## src/rtl/fp_unpack_pkg.sv

```systemverilog
// fp_unpack_pkg: shared types and format helpers for the FPU operand unpacker.
//   fp_format_e          : supported IEEE-754 formats
//   fp_class_t           : one-hot operand class {zero, subnormal, normal, inf, qnan, snan}
//   fp_exp_bits/fp_man_bits/fp_width/fp_lz_bits : field widths derived from a format
package fp_unpack_pkg;

   typedef enum logic [1:0] {
      FP32 = 2'd0,
      FP64 = 2'd1,
      FP16 = 2'd2
   } fp_format_e;

   typedef struct packed {
      logic zero;
      logic subnormal;
      logic normal;
      logic inf;
      logic qnan;
      logic snan;
   } fp_class_t;

   function automatic int unsigned fp_exp_bits(fp_format_e fmt);
      case (fmt)
         FP64:    return 32'd11;
         FP16:    return 32'd5;
         default: return 32'd8;
      endcase
   endfunction

   function automatic int unsigned fp_man_bits(fp_format_e fmt);
      case (fmt)
         FP64:    return 32'd52;
         FP16:    return 32'd10;
         default: return 32'd23;
      endcase
   endfunction

   function automatic int unsigned fp_width(fp_format_e fmt);
      return 32'd1 + fp_exp_bits(fmt) + fp_man_bits(fmt);
   endfunction

   // Leading-zero count of the mantissa field ranges 0..MANT_WIDTH-1.
   function automatic int unsigned fp_lz_bits(fp_format_e fmt);
      return $clog2(fp_man_bits(fmt));
   endfunction

endpackage

```

## src/rtl/fp_unpack_if.sv

```systemverilog
// fp_unpack_if: operand-in / unpacked-result-out bus of fp_unpack.
//   valid_i, ready_o, operand_i              : upstream handshake and packed operand
//   valid_o, ready_i, sign_o, exp_o, mant_o,
//   class_o                                  : downstream handshake and unpacked fields
//   modport slave  : the unpack unit
//   modport master : the environment driving it
interface fp_unpack_if #(
   parameter fp_unpack_pkg::fp_format_e FP_FORMAT = fp_unpack_pkg::FP32
);
   import fp_unpack_pkg::*;

   localparam int unsigned EXP_WIDTH  = fp_exp_bits(FP_FORMAT);
   localparam int unsigned MANT_WIDTH = fp_man_bits(FP_FORMAT);
   localparam int unsigned FP_WIDTH   = fp_width(FP_FORMAT);

   logic                  valid_i;
   logic                  ready_o;
   logic [FP_WIDTH-1:0]   operand_i;
   logic                  valid_o;
   logic                  ready_i;
   logic                  sign_o;
   logic [EXP_WIDTH+1:0]  exp_o;
   logic [MANT_WIDTH:0]   mant_o;
   fp_class_t             class_o;

   modport slave (
      input  valid_i, operand_i, ready_i,
      output ready_o, valid_o, sign_o, exp_o, mant_o, class_o
   );

   modport master (
      output valid_i, operand_i, ready_i,
      input  ready_o, valid_o, sign_o, exp_o, mant_o, class_o
   );

endinterface

```

## src/rtl/fp_unpack_lzc.sv

```systemverilog
// fp_lzc: combinational leading-zero counter.
//   i_data : input vector
//   o_cnt  : number of zeros above the highest set bit (0 when i_data == 0)
module fp_lzc #(
   parameter int unsigned WIDTH = 23,
   parameter int unsigned CNT_W = (WIDTH > 1) ? $clog2(WIDTH) : 1
) (
   input  logic [WIDTH-1:0] i_data,
   output logic [CNT_W-1:0] o_cnt
);

   // Scan upward so the highest set bit determines the final count.
   always_comb begin
      o_cnt = '0;
      for (int i = 0; i < int'(WIDTH); i++) begin
         o_cnt = i_data[i] ? CNT_W'(int'(WIDTH) - 1 - i) : o_cnt;
      end
   end

endmodule

```

## src/rtl/fp_unpack.sv

```systemverilog
// fp_unpack: FPU operand front end. Unpacks an IEEE-754 operand into sign, extended
// biased exponent (EXP_WIDTH+2 bits, two's complement), mantissa with explicit hidden
// bit and a one-hot class. Subnormals are normalized (mantissa MSB = 1, exponent <= 0).
// Two-stage valid/ready pipeline, latency 2, throughput 1 per cycle.
//   clk_i   : clock
//   reset_i : synchronous active-high reset
//   bus     : fp_unpack_if.slave (operand in, unpacked result out)
// Configuration macro FP_UNPACK_DAZ_EN: when defined, subnormal inputs are classed as
// zero (exp 0, mant 0, sign kept).
module fp_unpack
   import fp_unpack_pkg::*;
#(
   parameter fp_format_e FP_FORMAT = FP32
) (
   input  logic          clk_i,
   input  logic          reset_i,
   fp_unpack_if.slave    bus
);

   localparam int unsigned EXP_W  = fp_exp_bits(FP_FORMAT);
   localparam int unsigned MANT_W = fp_man_bits(FP_FORMAT);
   localparam int unsigned FP_W   = fp_width(FP_FORMAT);
   localparam int unsigned LZ_W   = fp_lz_bits(FP_FORMAT);
   localparam int unsigned XEXP_W = EXP_W + 2;

   // Field split of the incoming operand
   logic              w_sign;
   logic [EXP_W-1:0]  w_exp;
   logic [MANT_W-1:0] w_mant;
   logic [LZ_W-1:0]   w_lz;
   fp_class_t         w_cls;
   logic              w_adv1;
   logic              w_adv2;

   // Stage 1 registers
   logic              r_v1;
   logic              r_s1_sign;
   logic [EXP_W-1:0]  r_s1_exp;
   logic [MANT_W-1:0] r_s1_mant;
   logic [LZ_W-1:0]   r_s1_lz;
   fp_class_t         r_s1_cls;

   // Stage 2 (output) registers
   logic              r_v2;
   logic              r_s2_sign;
   logic [XEXP_W-1:0] r_s2_exp;
   logic [MANT_W:0]   r_s2_mant;
   fp_class_t         r_s2_cls;

   // Stage 2 combinational results
   logic [XEXP_W-1:0] w_xexp;
   logic [MANT_W:0]   w_xmant;

   assign w_sign = bus.operand_i[FP_W-1];
   assign w_exp  = bus.operand_i[FP_W-2 -: EXP_W];
   assign w_mant = bus.operand_i[MANT_W-1:0];

   fp_lzc #(.WIDTH(MANT_W), .CNT_W(LZ_W)) u_lzc (
      .i_data (w_mant),
      .o_cnt  (w_lz)
   );

   // A full output stage frees up when downstream takes it; stage 1 frees up behind it.
   assign w_adv2 = !r_v2 || bus.ready_i;
   assign w_adv1 = !r_v1 || w_adv2;

   // Operand classification from the exponent/mantissa fields
   always_comb begin
      w_cls = '0;
      if (&w_exp) begin
         if (w_mant == '0) begin
            w_cls.inf = 1'b1;
         end else if (w_mant[MANT_W-1]) begin
            w_cls.qnan = 1'b1;
         end else begin
            w_cls.snan = 1'b1;
         end
      end else if (w_exp == '0) begin
         if (w_mant == '0) begin
            w_cls.zero = 1'b1;
         end else begin
`ifdef FP_UNPACK_DAZ_EN
            w_cls.zero = 1'b1;
`else
            w_cls.subnormal = 1'b1;
`endif
         end
      end else begin
         w_cls.normal = 1'b1;
      end
   end

   // Stage 1 register: capture fields, class and leading-zero count
   always_ff @(posedge clk_i) begin
      if (reset_i) begin
         r_v1      <= 1'b0;
         r_s1_sign <= 1'b0;
         r_s1_exp  <= '0;
         r_s1_mant <= '0;
         r_s1_lz   <= '0;
         r_s1_cls  <= '0;
      end else if (w_adv1) begin
         r_v1 <= bus.valid_i;
         if (bus.valid_i) begin
            r_s1_sign <= w_sign;
            r_s1_exp  <= w_exp;
            r_s1_mant <= w_mant;
            r_s1_lz   <= w_lz;
            r_s1_cls  <= w_cls;
         end
      end
   end

   // Stage 2 datapath: normalization shift and per-class exponent/mantissa select
   always_comb begin
      w_xexp  = '0;
      w_xmant = '0;
      if (r_s1_cls.normal) begin
         w_xexp  = {2'b00, r_s1_exp};
         w_xmant = {1'b1, r_s1_mant};
      end else if (r_s1_cls.subnormal) begin
         // Shift the top set bit into the hidden-bit position; exponent becomes -lz.
         w_xexp  = XEXP_W'(0) - XEXP_W'(r_s1_lz);
         w_xmant = {r_s1_mant, 1'b0} << r_s1_lz;
      end else if (r_s1_cls.inf) begin
         w_xexp  = {2'b00, {EXP_W{1'b1}}};
         w_xmant = '0;
      end else if (r_s1_cls.qnan || r_s1_cls.snan) begin
         w_xexp  = {2'b00, {EXP_W{1'b1}}};
         w_xmant = {1'b1, r_s1_mant};
      end else begin
         w_xexp  = '0;
         w_xmant = '0;
      end
   end

   // Stage 2 register: outputs only change when a new result is moved in
   always_ff @(posedge clk_i) begin
      if (reset_i) begin
         r_v2      <= 1'b0;
         r_s2_sign <= 1'b0;
         r_s2_exp  <= '0;
         r_s2_mant <= '0;
         r_s2_cls  <= '0;
      end else if (w_adv2) begin
         r_v2 <= r_v1;
         if (r_v1) begin
            r_s2_sign <= r_s1_sign;
            r_s2_exp  <= w_xexp;
            r_s2_mant <= w_xmant;
            r_s2_cls  <= r_s1_cls;
         end
      end
   end

   assign bus.ready_o = w_adv1;
   assign bus.valid_o = r_v2;
   assign bus.sign_o  = r_s2_sign;
   assign bus.exp_o   = r_s2_exp;
   assign bus.mant_o  = r_s2_mant;
   assign bus.class_o = r_s2_cls;

endmodule

```

## src/flat_wrapper.sv

```systemverilog
// flat-port wrapper written by rule: the top's interface ports become plain ports
module fp_unpack_flat import fp_unpack_pkg::*;
#(
   parameter fp_format_e FP_FORMAT = FP32
)
  (clk_i, reset_i, bus_valid_i, bus_operand_i, bus_ready_i, bus_ready_o, bus_valid_o, bus_sign_o, bus_exp_o, bus_mant_o, bus_class_o);
  fp_unpack_if #(.FP_FORMAT(FP_FORMAT)) bus_i ();
  input  logic clk_i;
  input  logic reset_i;
  input wire logic [$bits(bus_i.valid_i)-1:0] bus_valid_i;
  input wire logic [$bits(bus_i.operand_i)-1:0] bus_operand_i;
  input wire logic [$bits(bus_i.ready_i)-1:0] bus_ready_i;
  output wire logic [$bits(bus_i.ready_o)-1:0] bus_ready_o;
  output wire logic [$bits(bus_i.valid_o)-1:0] bus_valid_o;
  output wire logic [$bits(bus_i.sign_o)-1:0] bus_sign_o;
  output wire logic [$bits(bus_i.exp_o)-1:0] bus_exp_o;
  output wire logic [$bits(bus_i.mant_o)-1:0] bus_mant_o;
  output wire logic [$bits(bus_i.class_o)-1:0] bus_class_o;
  assign bus_i.valid_i = bus_valid_i;
  assign bus_i.operand_i = bus_operand_i;
  assign bus_i.ready_i = bus_ready_i;
  assign bus_ready_o = bus_i.ready_o;
  assign bus_valid_o = bus_i.valid_o;
  assign bus_sign_o = bus_i.sign_o;
  assign bus_exp_o = bus_i.exp_o;
  assign bus_mant_o = bus_i.mant_o;
  assign bus_class_o = bus_i.class_o;
  fp_unpack #(.FP_FORMAT(FP_FORMAT)) u_core (.clk_i(clk_i), .reset_i(reset_i), .bus(bus_i));
endmodule
```

## config.mk

```make
export PLATFORM = sky130hd
export DESIGN_NAME = fp_unpack_flat
export DESIGN_NICKNAME = d
export VERILOG_FILES = /design/src/rtl/fp_unpack_pkg.sv /design/src/rtl/fp_unpack_if.sv /design/src/rtl/fp_unpack_lzc.sv /design/src/rtl/fp_unpack.sv /design/src/flat_wrapper.sv
export SDC_FILE = /design/constraint.sdc
export NUM_CORES = 1
export LEC_CHECK = 0
export ABC_AREA = 1
export BUFFER_PORTS_ARGS = -buffer_cell sky130_fd_sc_hd__buf_4
export CAP_MARGIN = 10
export CORE_MARGIN = 2
export CORE_UTILIZATION = 28
export DETAILED_ROUTE_END_ITERATION = 10
export HOLD_SLACK_MARGIN = 0.1
export PLACE_DENSITY = 0.49
export SLEW_MARGIN = 0
export SYNTH_ARGS = -nofsm -noshare
export SYNTH_HDL_FRONTEND = slang
export SYNTH_HIERARCHICAL = 1
export SYNTH_SLANG_ARGS = --single-unit
export TNS_END_PERCENT = 30
```

## constraint.sdc

```tcl
create_clock -name clk_i -period 1.6 [get_ports clk_i]
set_input_delay 0.24 -clock clk_i [delete_from_list [all_inputs] [get_ports clk_i]]
set_output_delay 0.24 -clock clk_i [all_outputs]
set_load 0.02 [all_outputs]
```

======== Word level (Yosys, flattened, before mapping) ========
Index checks and enable logic that the tools add are counted.
word-level totals
  flip-flop bits (word level) ............. 86
  output and inout bits ................... 43
  word-level logic and storage cells ...... 73
cells by class
  $add $sub $neg .......................... 1
  shifts and indexed selects .............. 1
  mux-type cells .......................... 40
  reduce and logical (&&, ||, !) cells .... 10
operators with widths
  cell                                             count
  2-to-1 mux 5 bit                                 23
  2-to-1 mux 24 bit                                4
  2-to-1 mux 10 bit                                3
  << shifter 24 x 5 -> 24 bit                      1
  logical NOT 23 bit                               1
  logical NOT 8 bit                                1
  2-to-1 mux 8 bit                                 1
  AND reduction 8 bit                              1
  2-to-1 mux 3 bit                                 2
  subtractor 1 x 5 -> 6 bit, first input constant  1
  2-to-1 mux 1 bit                                 5
  2-to-1 mux 2 bit                                 2
  AND reduction 2 bit                              2
  logical OR 1 bit                                 3
  logical NOT 1 bit                                2

======== Logic depth before layout (Yosys ltp) ========
Gate-level depths: netlist (run 1).
  depth in word-level cells ............... 23
  depth in mapped cells ................... 23

======== By module ========
Netlist (run 1), hierarchy kept.
by module, submodules not included
  module     instances  cells each  area each (µm²)  seq. area each (µm²)
  fp_unpack  1          666         4,471.8          1,701.6
  fp_lzc     1          72          312.8            0.0

======== Worst setup path after synthesis (run 1) ========
OpenSTA, ideal clock, no wires.
  path kind ............................... register to register
  start point ............................. register u_core.r_v2 (netlist: u_core/bus.valid_o)
  end point ............................... register u_core.r_s1_exp[3]
  setup time .............................. 0.119 ns
  arrival time ............................ 1.396 ns
  setup slack ............................. 0.085 ns
  cell stages (with the launch flop) ...... 7
  path buffers ............................ 1
  period minus slack after synthesis ...... 1.515 ns
  cells stage by stage .................... dfxtp_1 nand3_1 nand2_1 inv_1 buf_2 o21ai_0 a21oi_1
on the way
  cells in the longest elaborated chain, start to end .. 4
RTL lines
  what                                  RTL line            RTL
  start: declaration                    fp_unpack.sv:44     logic r_v2;
  start signal: assignment              fp_unpack.sv:146    r_v2 <= r_v1;
  logical NOT 1 bit                     fp_unpack.sv:64     assign w_adv2 = !r_v2 || bus.ready_i;
  logical OR 1 bit                      fp_unpack.sv:64
  logical OR 1 bit                      fp_unpack.sv:65     assign w_adv1 = !r_v1 || w_adv2;
  named net bus_ready_o                 flat_wrapper.sv:13  output wire logic [$bits(bus_i.ready_o)-1:0] bus_ready_o;
  AND reduction 2 bit (no source line)  --
  end signal: assignment                fp_unpack.sv:106    r_s1_exp <= w_exp;
  end: declaration                      fp_unpack.sv:38     logic [EXP_W-1:0] r_s1_exp;
The timed path passes the listed nets, and every way through them passes these cells.
A chain may end at the register's enable or synchronous reset.

======== Worst setup path after layout (run 1) ========
  start point ............................. register u_core.r_s1_lz[0]
  end point ............................... register u_core.r_s2_mant[17] (netlist: u_core/bus.mant_o[17])
on the way
  cells in the longest elaborated chain, start to end .. 3
RTL lines
  what                         RTL line          RTL
  start: declaration           fp_unpack.sv:40   logic [LZ_W-1:0] r_s1_lz;
  start signal: assignment     fp_unpack.sv:108  r_s1_lz <= w_lz;
  << shifter 24 x 5 -> 24 bit  fp_unpack.sv:124  w_xmant = {r_s1_mant, 1'b0} << r_s1_lz;
  2-to-1 mux 24 bit            fp_unpack.sv:121  end else if (r_s1_cls.subnormal) begin
  2-to-1 mux 24 bit            fp_unpack.sv:118  if (r_s1_cls.normal) begin
  end signal: assignment       fp_unpack.sv:150  r_s2_mant <= w_xmant;
  end: declaration             fp_unpack.sv:47   logic [MANT_W:0] r_s2_mant;
No other way between the ends.

==> out/qor.csv, run 1 <==
metric;value;unit
outcome;complete, no violations;
Syn Std Cell Area;4780;um^2
CP Max Fanout;16;
area used by sequential logic in the layout;1700;um^2
clock tree from TritonCTS;yes;
area growth from synthesis to final layout;30.2;%
fraction of the yosys area taken by sequential cells;35.6;%
effective utilization at floorplan;28.7;%
slew at the pin with the worst max-slew slack;0.352;ns
first-pass GRT wire length;25200;um
Die Y;135;um
Mapped Nets;775;
post-route minimum period;1.50;ns
top library cells by usage in the layout, fill and taps aside;sky130_fd_sc_hd__nand2_1 (176), sky130_fd_sc_hd__buf_4 (121), sky130_fd_sc_hd__nand3_1 (90);
worst vdd rail ir drop;0.000556;V
cell types occupying the most area after synthesis;sky130_fd_sc_hd__dfxtp_1 (36%), sky130_fd_sc_hd__nand2_1 (14%), sky130_fd_sc_hd__nand3_1 (9.6%);
Setup violations, final;0;
Multi-input gate area;2640;um^2
overflow left after global routing;0;
Static Leakage;2.81;nW
number of global-route vias before repair;4813;
area leader, netlist;sky130_fd_sc_hd__dfxtp_1;
detailed-route DRC error count;0;
number of fill cells in the layout;1828;
WHS Endpoint;u_core/r_s1_sign$_SDFFE_PP0P_;
Area after DPL;5880;um^2
WHS Path Cells;3;
depth of the most critical reg-to-reg path;8;
clock buffers created by TritonCTS;9;
fin nets;877;
internal portion of total power;0.00380;W
Rel. slew slack;76.5;%
sinks on the clock net;85;
fraction of post-synthesis cell area in the top cell type by area;35.6;%
Final Cycle Share;93.8;%
startpoint of the lowest-slack register-to-register path;u_core/r_s1_lz[0]$_SDFFE_PP0P_;
number of H-tree branching levels;3;
floorplan die width;135;um
net switching power;0.00174;W
Core Footprint;16600;um^2
DRT antenna net count;0;
latest clock arrival within the worst-skew pair;0.35;ns
port bufs;78;
Clock Skew;0.00864;ns
I/O pins;79;
Avg Vias per Cell;4.78;
startpoint of the lowest-slack hold path;bus_operand_i[31];
leading cell type in the layout, fill and taps excluded;sky130_fd_sc_hd__nand2_1;
summed area of non-filler cells in the final layout;6230;um^2
DRC violation total after the first TritonRoute iteration;295;
type of destination of the critical path;flop;
CP Class;flop to flop;
number of max-cap violations;0;
Total Wirelength;15600;um
startpoint type of the worst setup path;flop;
number of pins with negative max-slew slack in the final report;0;
via count;5093;
critical path required time;1.85;ns
maximum number of pins on one net before global-route repair;43;
switching part of the total;31.5;%
number of buffers on the longest clock path;2;
global-route usage over all layers;17.7;%
final weighted congestion in routability-driven placement;0.881;
cell at the root of the clock tree;sky130_fd_sc_hd__clkbuf_16;
power density relative to cell area;889;nW/um^2
count of synthesis-stage warnings from yosys;6;
number of antenna violations at the first check in global routing;0;
detailed-placement wirelength estimate;12100;um
Post-synth EDFFs;0;
endpoint of the worst register-to-register path;u_core/bus.mant_o[17]$_SDFFE_PP0P_;
number of unique standard cell types used by synthesis;37;
average wire per standard cell;14.6;um
register share of total power;42.4;%
Clock Power Share;35.9;%
crit path DAT;1.75;ns
number of search-and-repair iterations in the first detailed-routing pass;5;
fraction of final layout cells sized beyond drive strength 1;23.0;%
number of register bits inferred by synthesis;85;
Async S/R FF share, synth;0;%
gate count of the mapped netlist;738;
top_reg_cell synth;sky130_fd_sc_hd__dfxtp_1;
share of power burned in combinational logic;21.7;%
path type of the worst min-delay path;primary input to flop;
synthesized area divided by synthesized cell count;6.48;um^2
final hold violation count;0;
row count;47;
setup repair after global routing missed its margin;yes;
Die Footprint;18100;um^2
Achievable Freq;0.666;GHz
Reg2Reg Setup Slack;0.1;ns
final antenna diode count;0;
clock-pin slew on the worst setup and hold paths;0.07;ns
total design power;0.00554;W
-- metal layers --
metal | wire length [um] | vias to the layer above | share of wire (%) | GRT usage [%]
li1 | - | 2662 | - | -
met1 | 7940 | 2297 | 51 | 25.4
met2 | 6730 | 115 | 43 | 26.6
met3 | 612 | 19 | 3.9 | 2.63
met4 | 299 | 0 | 1.9 | 7.25
met5 | 0 | - | 0 | 0
-- synthesized netlist by cell type, drive strengths merged, types with 5 or more instances --
master	n
nor3	9
buf	24
nor2	92
clkbuf	16
inv	57
a31oi	18
nand2	189
nand3	95
o211ai	5
o21ai	68
dfxtp	85
a21oi	64
-- sequential cells by signal, summed over array words and instances, names as in the netlist --
| signal | count |
|---|---|
| u_core/bus.class_o | 6 |
| u_core/bus.exp_o | 9 |
| u_core/bus.mant_o | 24 |
| u_core/bus.sign_o | 1 |
| u_core/bus.valid_o | 1 |
| u_core/r_s1_cls | 6 |
| u_core/r_s1_exp | 8 |
| u_core/r_s1_lz | 5 |
| u_core/r_s1_mant | 23 |
| u_core/r_s1_sign | 1 |
| u_core/r_v1 | 1 |
-- cell type report --
class | count | area share [%]
tap | 220 | 4.42
inverter | 59 | 4.02
clock buffer | 9 | 3.62
multi-input combinational | 554 | 42.4
clock inverter | 7 | 0.924
sequential | 85 | 27.3
timing repair buffer | 131 | 17.2
-- repair_timing --
| action | 4_1_cts | 5_1_grt |
|---|---|---|
| endpoints found under the setup margin | 0 | 19 |
| gates resized for setup | 0 | 19 |
| hold buffers | 0 | 0 |
| buffers inserted | 0 | 0 |
-- critical path, cell delays in order (launching register included) --
cell and delay, ns:
sky130_fd_sc_hd__dfxtp_2 0.33, sky130_fd_sc_hd__buf_12 0.13, sky130_fd_sc_hd__buf_6 0.16, sky130_fd_sc_hd__nand2_1 0.11, sky130_fd_sc_hd__nand3_2 0.09, sky130_fd_sc_hd__a21oi_1 0.21, sky130_fd_sc_hd__o21ai_0 0.15, sky130_fd_sc_hd__a21oi_2 0.16
sky130_fd_sc_hd__nor2_1 0.05
-- kinds of logic (layout without fill, tap and decap cells) --
family | after synthesis | after routing | share of synthesized area (%)
AOI/OAI and AO/OA | 161 | 161 | 18.4
buffers and inverters | 99 | 206 | 9.96
adders and majority gates | 1 | 1 | 0.261
DFF | 85 | 85 | 35.6
and+or+nand+nor | 392 | 392 | 35.8
-- power groups by stage --
stage | registers (W) | logic (W) | clock network [W]
4_1_cts | 0.00235 | 0.00118 | 0.00205
2_1_floorplan | 0.00242 | 0.000650 | 0
5_1_grt | 0.00237 | 0.00134 | 0.00213
3_5_place_dp | 0.00240 | 0.00118 | 0
6_report | 0.00235 | 0.00120 | 0.00199
3_3_place_gp | 0.00240 | 0.00118 | 0
-- metrics by stage --
step | std cells | setup TNS (ns) | setup WS (ns) | util, % | hold slack (ns)
after floorplan | 738 | 0 | 0.0850 | - | 0.309
after global placement | 1049 | -0.0848 | -0.0536 | 35.4 | 0.458
after detailed placement | 1049 | -0.143 | -0.0824 | 35.4 | 0.461
after CTS | 1065 | 0 | 0.0458 | 37.1 | 0.131
after global routing | 1065 | -0.0153 | -0.0105 | 37.4 | 0.152
final | 1065 | 0 | 0.0992 | 37.4 | 0.139
-- worst max-delay path by stage --
stage,start,endpoint,slack (ns),cells past startpoint
final,u_core/r_s1_lz[0]$_SDFFE_PP0P_,u_core/bus.mant_o[17]$_SDFFE_PP0P_,0.1,8
after global routing,u_core/r_s1_lz[0]$_SDFFE_PP0P_,u_core/bus.mant_o[15]$_SDFFE_PP0P_,-0.01,10
after CTS,u_core/r_s1_lz[0]$_SDFFE_PP0P_,u_core/bus.mant_o[17]$_SDFFE_PP0P_,0.05,8
after detailed placement,bus_operand_i[1],u_core/r_s1_lz[1]$_SDFFE_PP0P_,-0.08,13
after global placement,bus_operand_i[2],u_core/r_s1_lz[0]$_SDFFE_PP0P_,-0.05,24
after floorplan,u_core/bus.valid_o$_SDFFE_PP0P_,u_core/r_s1_exp[3]$_SDFFE_PP0P_,0.09,6
Note: power is estimated with default switching activity, not from simulation.
==> inputs of run 2 (changes only) <==
--- a/config.mk
+++ b/config.mk
@@ -8,11 +8,11 @@
 export ABC_AREA = 1
 export BUFFER_PORTS_ARGS = -buffer_cell sky130_fd_sc_hd__buf_4
 export CAP_MARGIN = 10
-export CORE_MARGIN = 2
 export CORE_UTILIZATION = 28
 export DETAILED_ROUTE_END_ITERATION = 10
 export HOLD_SLACK_MARGIN = 0.1
 export PLACE_DENSITY = 0.49
+export RECOVER_POWER = 25
 export SLEW_MARGIN = 0
 export SYNTH_ARGS = -nofsm -noshare
 export SYNTH_HDL_FRONTEND = slang
==> run 2 against run 1 <==
Global-route usage rose by 0.25 points. Setup slack got worse by 0.024 ns. Die area is 2.9% lower. Non-clock buffer count down 5. Clock skew decreased by 0.0024 ns.
==> out/qor.csv, run 2 (same netlist as run 1, synthesis figures left out) <==
metric;value;unit;change
area growth from synthesis to final layout;25.3;%;
path type of the worst min-delay path;primary input to flop;;
fin nets;872;;-0.57%
clock tree from TritonCTS;yes;;
Achievable Freq;0.656;GHz;-1.6%
power density relative to cell area;904;nW/um^2;+1.7%
detailed-route DRC error count;0;;unchanged
critical path required time;1.85;ns;about the same
via count;5085;;-0.16%
final weighted congestion in routability-driven placement;0.895;;+1.6%
final antenna diode count;0;;unchanged
startpoint type of the worst setup path;flop;;
row count;47;;unchanged
post-route minimum period;1.53;ns;+0.0243 ns
Die Footprint;17600;um^2;-2.9%
type of destination of the critical path;flop;;
latest clock arrival within the worst-skew pair;0.35;ns;about the same
I/O pins;79;;unchanged
Rel. slew slack;68.6;%;-7.8 points
floorplan die width;133;um;-1.5%
share of the core filled with cells;36.0;%;-1.4 points
CP Class;flop to flop;;
Final Cycle Share;95.3;%;+1.5 points
dominant cell type by count on the critical path;sky130_fd_sc_hd__nand3_1;;
crit path DAT;1.77;ns;+0.02 ns
effective utilization at floorplan;28.7;%;unchanged
Core Footprint;16600;um^2;unchanged
global-route usage over all layers;18.0;%;+0.25 points
setup repair after global routing missed its margin;yes;;
CP Max Fanout;10;;-6
top library cells by usage in the layout, fill and taps aside;sky130_fd_sc_hd__nand2_1 (180), sky130_fd_sc_hd__buf_4 (93), sky130_fd_sc_hd__nand3_1 (92);;
Clock Power Share;35.6;%;-0.3 points
dpl cells;1044;;-0.48%
overflow left after global routing;0;;unchanged
Clock Skew;0.00626;ns;-0.00237 ns
leading cell type in the layout, fill and taps excluded;sky130_fd_sc_hd__nand2_1;;
final hold violation count;0;;unchanged
number of search-and-repair iterations in the first detailed-routing pass;5;;unchanged
detailed-placement wirelength estimate;11800;um;-2.2%
DRC violation total after the first TritonRoute iteration;363;;+23%
cell type of the slowest stage on the worst timing path;sky130_fd_sc_hd__dfxtp_1;;
number of buffers on the longest clock path;2;;unchanged
cell at the root of the clock tree;sky130_fd_sc_hd__clkbuf_16;;
number of H-tree branching levels;3;;unchanged
clock-pin slew on the worst setup and hold paths;0.06;ns;about the same
DRT antenna net count;0;;unchanged
first-pass GRT wire length;25000;um;-0.90%
net switching power;0.00166;W;-5.0%
max reg flops;24;;unchanged
Total Wirelength;15400;um;-0.82%
worst-case hold slack;0.151;ns;+0.0124 ns
Die Y;133;um;-1.5%
share of power burned in combinational logic;20.9;%;-0.8 points
worst stage delay on the critical path;0.33;ns;about the same
number of pins with negative max-slew slack in the final report;0;;unchanged
Setup violations, final;0;;unchanged
largest delay contributor family on the critical path;simple AND/OR/NAND/NOR gates;;
count of buffer and inverter cells on the critical path;3;;+1
sinks on the clock net;85;;unchanged
fraction of final layout cells sized beyond drive strength 1;17.5;%;-5.4 points
average wire per standard cell;14.6;um;-0.25%
number of antenna violations at the first check in global routing;0;;unchanged
Avg Vias per Cell;4.80;;+0.41%
slew at the pin with the worst max-slew slack;0.470;ns;+0.117 ns
register share of total power;43.4;%;+1.0 points
CTS Hold Buffers Added;0;;unchanged
internal portion of total power;0.00377;W;-0.80%
switching part of the total;30.5;%;-0.93 points
clock buffers created by TritonCTS;9;;unchanged
Static Leakage;2.63;nW;-6.1%
port bufs;78;;unchanged
number of global-route vias before repair;4678;;-2.8%
series of cell instances along the critical path;inv_2 > buf_4 > nand3_1 > nand2_1 > nand2_1 > nand3_1 > nand3_1 > o211ai_1 > inv_1;;
count of non-filler cells in the finished layout;1059;;-0.56%
number of max-cap violations;0;;unchanged
worst vdd rail ir drop;0.000543;V;-2.4%
total design power;0.00542;W;-2.1%
outcome;complete, no violations;;
maximum number of pins on one net before global-route repair;64;;+49%
[run 2: cell type report]
class | count | area (um^2)
Multi-Input combinational cell | 554 | 2610
Timing Repair Buffer | 126 | 895
Clock buffer | 12 | 246
Clock inverter | 3 | 21.3
Tap cell | 220 | 275
Inverter | 59 | 248
Sequential cell | 85 | 1700
Fill cell | 1874 | 10600
[run 2: worst paths after layout]
kind	from	end	slack, ns	cells after the start
worst min-delay path	bus_operand_i[28]	u_core/r_s1_exp[5]$_SDFFE_PP0P_	0.15	3
worst max register to register	u_core/r_s1_lz[1]$_SDFFE_PP0P_	u_core/bus.mant_o[15]$_SDFFE_PP0P_	0.07	9
worst min register to register	u_core/bus.class_o[3]$_SDFFE_PP0P_	u_core/bus.class_o[3]$_SDFFE_PP0P_	0.47	2
worst max-delay path	u_core/r_s1_lz[1]$_SDFFE_PP0P_	u_core/bus.mant_o[15]$_SDFFE_PP0P_	0.07	9
[run 2: worst reg2reg max path: cells and delay by family, from the launching register on]
family / cells / cell delay, ns
AND/OR/NAND/NOR: 5 / 0.56
buffers and inverters: 3 / 0.43
flip-flops: 1 / 0.33
AO/OA/AOI/OAI: 1 / 0.11
[run 2: metrics by stage]
stage | setup slack [ns] | setup TNS, ns | instance area [um^2]
finish | 0.0749 | 0 | 6000
global route | -0.00480 | -0.00880 | 6000
CTS | 0.0780 | 0 | 6090
detailed placement | -0.104 | -0.171 | 5820
global placement | -0.0598 | -0.0952 | 5820
floorplan | 0.0850 | 0 | 4780
[run 2: power groups by stage]
stage	registers, W	clock network [W]	logic [W]
2_1_floorplan	0.00242	0	0.000650
5_1_grt	0.00237	0.00208	0.00127
4_1_cts	0.00235	0.00200	0.00116
3_5_place_dp	0.00240	0	0.00115
3_3_place_gp	0.00240	0	0.00116
6_report	0.00235	0.00193	0.00114
[run 2: timing repair]
action,CTS,global route
resized for setup,0,6
endpoints found under the setup margin,0,7
setup buffers,0,0
[run 2: routing by layer]
metal	up-vias	track usage (%)	part of all wire (%)
met2	110	27.0	44
li1	2644	-	-
met4	0	6.58	1.5
met5	-	0	0
met3	14	2.41	4.2
met1	2317	26.1	51
